File: src/rtl/spi_fifo_master.sv
// SPI mode-0 master that pops bytes from an upstream TX FIFO and shifts them
// out MSB first, capturing MISO into RX_DATA. Consecutive bytes are sent
// under one continuous CS_N low while ENABLE is high and the FIFO has data.
module spi_fifo_master #(
  parameter int CLK_DIV = 4
) (
  input  logic       CLK,
  input  logic       RST,
  input  logic       ENABLE,
  input  logic [7:0] FIFO_DOUT,
  input  logic       FIFO_EMPTY,
  output logic       FIFO_RD_EN,
  output logic       SCLK,
  output logic       MOSI,
  input  logic       MISO,
  output logic       CS_N,
  output logic [7:0] RX_DATA,
  output logic       RX_VALID,
  output logic       BUSY
);

  localparam logic [7:0] DIV_LAST = 8'(CLK_DIV - 1);

  typedef enum logic [2:0] {
    IDLE,
    FETCH,
    LOAD,
    CS_SETUP,
    SHIFT,
    NEXT,
    CS_HOLD
  } state_t;

  state_t      state;
  logic [7:0]  div_cnt;
  logic [2:0]  bit_cnt;
  logic [6:0]  tx_sr;
  logic [7:0]  rx_sr;
  logic        div_done;

  // Divider terminal count, shared by CS setup, SCLK half-periods and CS hold.
  assign div_done = (div_cnt == DIV_LAST);

  // Control FSM; every output is registered and changes with the state.
  always_ff @(posedge CLK) begin
    if (RST) begin
      state      <= IDLE;
      CS_N       <= 1'b1;
      SCLK       <= 1'b0;
      MOSI       <= 1'b0;
      FIFO_RD_EN <= 1'b0;
      RX_DATA    <= 8'h00;
      RX_VALID   <= 1'b0;
      BUSY       <= 1'b0;
      div_cnt    <= 8'd0;
      bit_cnt    <= 3'd0;
    end else begin
      FIFO_RD_EN <= 1'b0;
      RX_VALID   <= 1'b0;
      case (state)
        IDLE: begin
          if (ENABLE && !FIFO_EMPTY) begin
            state      <= FETCH;
            FIFO_RD_EN <= 1'b1;
            BUSY       <= 1'b1;
          end
        end
        FETCH: begin
          state <= LOAD;
        end
        LOAD: begin
          MOSI    <= FIFO_DOUT[7];
          div_cnt <= 8'd0;
          bit_cnt <= 3'd0;
          if (CS_N) begin
            CS_N  <= 1'b0;
            state <= CS_SETUP;
          end else begin
            state <= SHIFT;
          end
        end
        CS_SETUP: begin
          if (div_done) begin
            div_cnt <= 8'd0;
            state   <= SHIFT;
          end else begin
            div_cnt <= div_cnt + 8'd1;
          end
        end
        SHIFT: begin
          if (div_done) begin
            div_cnt <= 8'd0;
            SCLK    <= ~SCLK;
            // Falling edge: advance MOSI, or finish the byte on the 8th one.
            if (SCLK) begin
              if (bit_cnt == 3'd7) begin
                bit_cnt  <= 3'd0;
                state    <= NEXT;
                RX_DATA  <= rx_sr;
                RX_VALID <= 1'b1;
              end else begin
                bit_cnt <= bit_cnt + 3'd1;
                MOSI    <= tx_sr[6];
              end
            end
          end else begin
            div_cnt <= div_cnt + 8'd1;
          end
        end
        NEXT: begin
          if (ENABLE && !FIFO_EMPTY) begin
            state      <= FETCH;
            FIFO_RD_EN <= 1'b1;
          end else begin
            state <= CS_HOLD;
          end
        end
        CS_HOLD: begin
          if (div_done) begin
            div_cnt <= 8'd0;
            CS_N    <= 1'b1;
            BUSY    <= 1'b0;
            state   <= IDLE;
          end else begin
            div_cnt <= div_cnt + 8'd1;
          end
        end
        default: begin
          state <= IDLE;
        end
      endcase
    end
  end

  // Data shift registers; always reloaded before use, so they carry no reset.
  always_ff @(posedge CLK) begin
    if (state == LOAD) begin
      tx_sr <= FIFO_DOUT[6:0];
    end else if (state == SHIFT && div_done && SCLK) begin
      tx_sr <= {tx_sr[5:0], 1'b0};
    end
    if (state == SHIFT && div_done && !SCLK) begin
      rx_sr <= {rx_sr[6:0], MISO};
    end
  end

endmodule

File: config.mk
export PLATFORM = sky130hd
export DESIGN_NAME = spi_fifo_master
export DESIGN_NICKNAME = d
export VERILOG_FILES = /design/src/rtl/spi_fifo_master.sv
export SDC_FILE = /design/constraint.sdc
export NUM_CORES = 1
export LEC_CHECK = 0
export BUFFER_PORTS_ARGS = -buffer_cell sky130_fd_sc_hd__clkbuf_2
export CAP_MARGIN = 20
export CORE_MARGIN = 2
export CORE_UTILIZATION = 35
export CTS_CLUSTER_DIAMETER = 100
export DETAILED_ROUTE_END_ITERATION = 16
export MAX_ROUTING_LAYER = met4
export SLEW_MARGIN = 40
export SYNTH_ARGS = -nofsm -noshare
export SYNTH_HDL_FRONTEND = slang
export SYNTH_SLANG_ARGS = --single-unit
File: constraint.sdc
create_clock -name CLK -period 2.05 [get_ports CLK]
set_input_delay 0.615 -clock CLK [delete_from_list [all_inputs] [get_ports CLK]]
set_output_delay 0.615 -clock CLK [all_outputs]
set_load 0.02 [all_outputs]
==> impl_metrics.py <==
metrics = {
    "pwr": {
        "seqPwrFrac_pct": 44.4,
        "p_total_mw": 2.57,
        "power.internal_mw": 1.63,
        "combPwrFrac_pct": 34.5,
        "p_leak_nw": 0.983,
        "powerDensity_nw_per_um2": 1090,
        "switchingPower_mw": 0.941,
        "p_sw_share_pct": 36.6,
        "clkPwrFrac_pct": 21.2,
        "peakVddDrop_mv": 0.730,
    },
    "floorplanning": {
        "placementRows": 27,
        "die_w_um": 79.8,
        "die_h_um": 79.8,
        "ios": 27,
        "die_area_um2": 6370,
        "start_util_pct": 36.3,
        "core_region_area_um2": 5540,
    },
    "sta": {
        "finalCritPeriodShare_pct": 89.5,
        "rsz0062_at_grt": "no",
        "max_slew_margin_pct": 61.7,
        "fmax_ghz": 0.545,
        "finalCriticalPeriod_ns": 1.83,
        "tightest_slew_ns": 0.574,
        "setup_viol": 0,
        "hold_violations": 0,
        "finClkSkew_ns": 0.00953,
        "setup_slack_ns": 0.215,
        "setup_tns_ns": 0,
        "drv_slew": 0,
        "whs_ns": 0.460,
    },
    "setup_path": {
        "cpMostUsedCell": "ha_1",
        "path_depth": 5,
        "required_ns": 2.23,
        "worst-path-buf-inv": 0,
        "cp_slowest_stage_delay_ns": 0.50,
        "crit_path_start": "bit_cnt[0]",
        "crit_path_start_kind": "flip-flop",
        "critPathCaptureType": "flip-flop",
        "arrival_ns": 2.02,
        "path_class": "flip-flop to flip-flop",
        "reg2reg_from": "bit_cnt[0]",
        "cp_slowest_cell": "a2111oi_2",
        "path_cells": "ha_1, ha_1, a2111oi_2, o32ai_2, o221a_1",
        "path_delay_family": "compound AO/OA/AOI/OAI gates",
        "critPathMaxFanout": 5,
        "worstRegToRegCells": 5,
    },
    "finish": {
        "final_cell_mix": "28 x dfxtp_1, 26 x nand2_1, 26 x clkbuf_2",
        "nNetsFinal": 247,
        "syn2layout_area_growth_pct": 17.1,
        "n_antenna_cell": 0,
        "fin_cells": 304,
        "finalInstanceArea_um2": 2350,
        "final_common_cell": "dfxtp_1",
        "drive_gt1_share_pct": 24.6,
        "utilization_pct": 42.5,
        "n_fill_cell": 569,
    },
    "logic_synthesis": {
        "synthFlopType": "dfxtp_1",
        "synth-seq-cells": 43,
        "synthTopCellsByArea": "dfxtp_1 28%, edfxtp_1 22%, nand2_1 4.9%, mux2i_1 4.0%, a21oi_1 3.0%",
        "synth_top_family_by_area": "simple AND/OR/NAND/NOR gates",
        "synth_area_um2": 2010,
        "synth_fa_ha_area_share_pct": 1.87,
        "post_synth.cell_area_avg_um2": 10.2,
        "yosys.area.top_type": "dfxtp_1",
        "synth_edf_count": 15,
        "synth_cell_types": 50,
        "ys_warn_count": 0,
        "yosysSeqAreaShare_pct": 50.3,
        "synth-compound-area-share_pct": 15.8,
        "synth_top_area_share_pct": 27.9,
        "synthMuxAreaShare_pct": 4.54,
        "synthXorXnorAreaFrac_pct": 1.74,
        "synthesis.instances": 198,
        "syn-num-nets": 214,
        "async_flop_share_pct": 0,
        "yosys.area_share.simple_pct": 21.7,
    },
    "hold_path": {
        "min-delay-start": "rx_sr[0]",
        "hold_path.class": "flip-flop to flip-flop",
        "holdPathStages": 0,
    },
    "global_routing": {
        "grt_usage_pct": 13.7,
        "antenna_found_initial": 0,
        "grt_remaining_overflow": 0,
        "first_global_vias": 1464,
        "grt_pass1_wl_um": 6670,
        "grt_max_degree": 16,
    },
    "clocking": {
        "clock_path_buffers": 2,
        "cts_max_level": 2,
        "root_buffer": "clkbuf_8",
        "tritoncts": "done",
        "cts_setup_buffers": 0,
        "cts.sinks": 43,
        "clk_pin_slew_ns": 0.09,
        "cts_buffers": 5,
        "clkLatencyLatePin_ns": 0.29,
    },
    "flow_run": {
        "maxCapViolCount": 0,
    },
    "detailed_routing": {
        "drt_iter0_drc": 114,
        "drc": 0,
        "via_count": 1556,
        "wirelength_um": 3930,
        "drt-pass1-iter-count": 4,
        "viasPerCell": 5.12,
        "wl_per_cell_um": 12.9,
        "ant_nets": 0,
    },
    "place": {
        "io_buffers": 26,
        "pre_cts_ws_ns": 0.0526,
        "place_congestion": 0.834,
        "hpwl_um": 2880,
        "dp.cells": 296,
        "place_area_um2": 2260,
    },
    "outcome": {
        "status": "completed",
    },
}
## power by group through the flow
| stage | registers (mW) | clock network, mW | logic [mW] |
|---|---|---|---|
| finish | 1.14 | 0.544 | 0.886 |
| CTS | 1.14 | 0.565 | 0.883 |
| detailed placement | 1.16 | 0 | 0.879 |
| global route | 1.16 | 0.605 | 1.01 |
| floorplan | 1.10 | 0 | 0.724 |
| global placement | 1.16 | 0 | 0.874 |
## final timing paths
path	endpoint	slack, ns
setup / recovery	state[0]	0.22
hold / removal	rx_sr[1]	0.46
setup reg to reg	state[0]	0.22
hold reg to reg	rx_sr[1]	0.46
## cell type report
cell class,instances,area (µm²),share of cell area (%)
sequential,43,1010,43.0
multi-input combinational,139,928,39.4
timing repair buffer,37,213,9.04
tap,72,90.1,3.83
clock buffer,5,68.8,2.92
clock inverter,3,23.8,1.01
inverter,5,18.8,0.797
## worst register-to-register path: cells and delay by family, from the launching register on
kind	cells	cell delay, ns
AOI/OAI and AO/OA	3	0.92
adders and majority gates	2	0.46
DFF	1	0.34
## metal layers
layer / share of wire (%) / vias up / GRT usage (%)
li1: - / 797 / -
met1: 49 / 727 / 18.0
met2: 46 / 27 / 20.8
met3: 4.2 / 5 / 4.52
met4: 0.69 / 0 / 2.88
met5: 0 / - / -
## synth_stat cells, types with 2 or more instances
| master | n |
|---|---|
| dfxtp_1 | 28 |
| nand2_1 | 26 |
| edfxtp_1 | 15 |
| nor2_1 | 14 |
| a21oi_1 | 12 |
| mux2i_1 | 8 |
| o21ai_0 | 6 |
| a22o_1 | 5 |
| buf_2 | 5 |
| inv_1 | 5 |
| nand3_1 | 5 |
| clkbuf_1 | 4 |
| nor3_1 | 4 |
| o41ai_1 | 4 |
| and2_1 | 3 |
| ha_1 | 3 |
| nand4_1 | 3 |
| o21a_1 | 3 |
| xnor2_1 | 3 |
| a211oi_1 | 2 |
| a31oi_1 | 2 |
| and4_1 | 2 |
| buf_6 | 2 |
| nand2b_1 | 2 |
| nor2b_1 | 2 |
| nor3_2 | 2 |
| nor3b_1 | 2 |
| nor3b_2 | 2 |
| nor4_1 | 2 |
| or3_1 | 2 |
## repair_timing
action                     CTS  global route
hold buffers                 0             0
setup endpoints to repair    0             1
gates resized for setup      0             1
## sequential cells by signal, summed over array words and instances (netlist names), 3 cells and up
signal and count:
RX_DATA 8, tx_sr 7, state 3, rx_sr 8, div_cnt 8, bit_cnt 3
## cell families after synthesis
group,count (synthesis)
buffers and inverters,16
AO/OA/AOI/OAI,44
XOR/XNOR,4
multiplexers,9
AND/OR/NAND/NOR,79
flip-flops,43
adder cells (fa/ha/maj),3
Note: power is estimated with default switching activity, not from simulation.
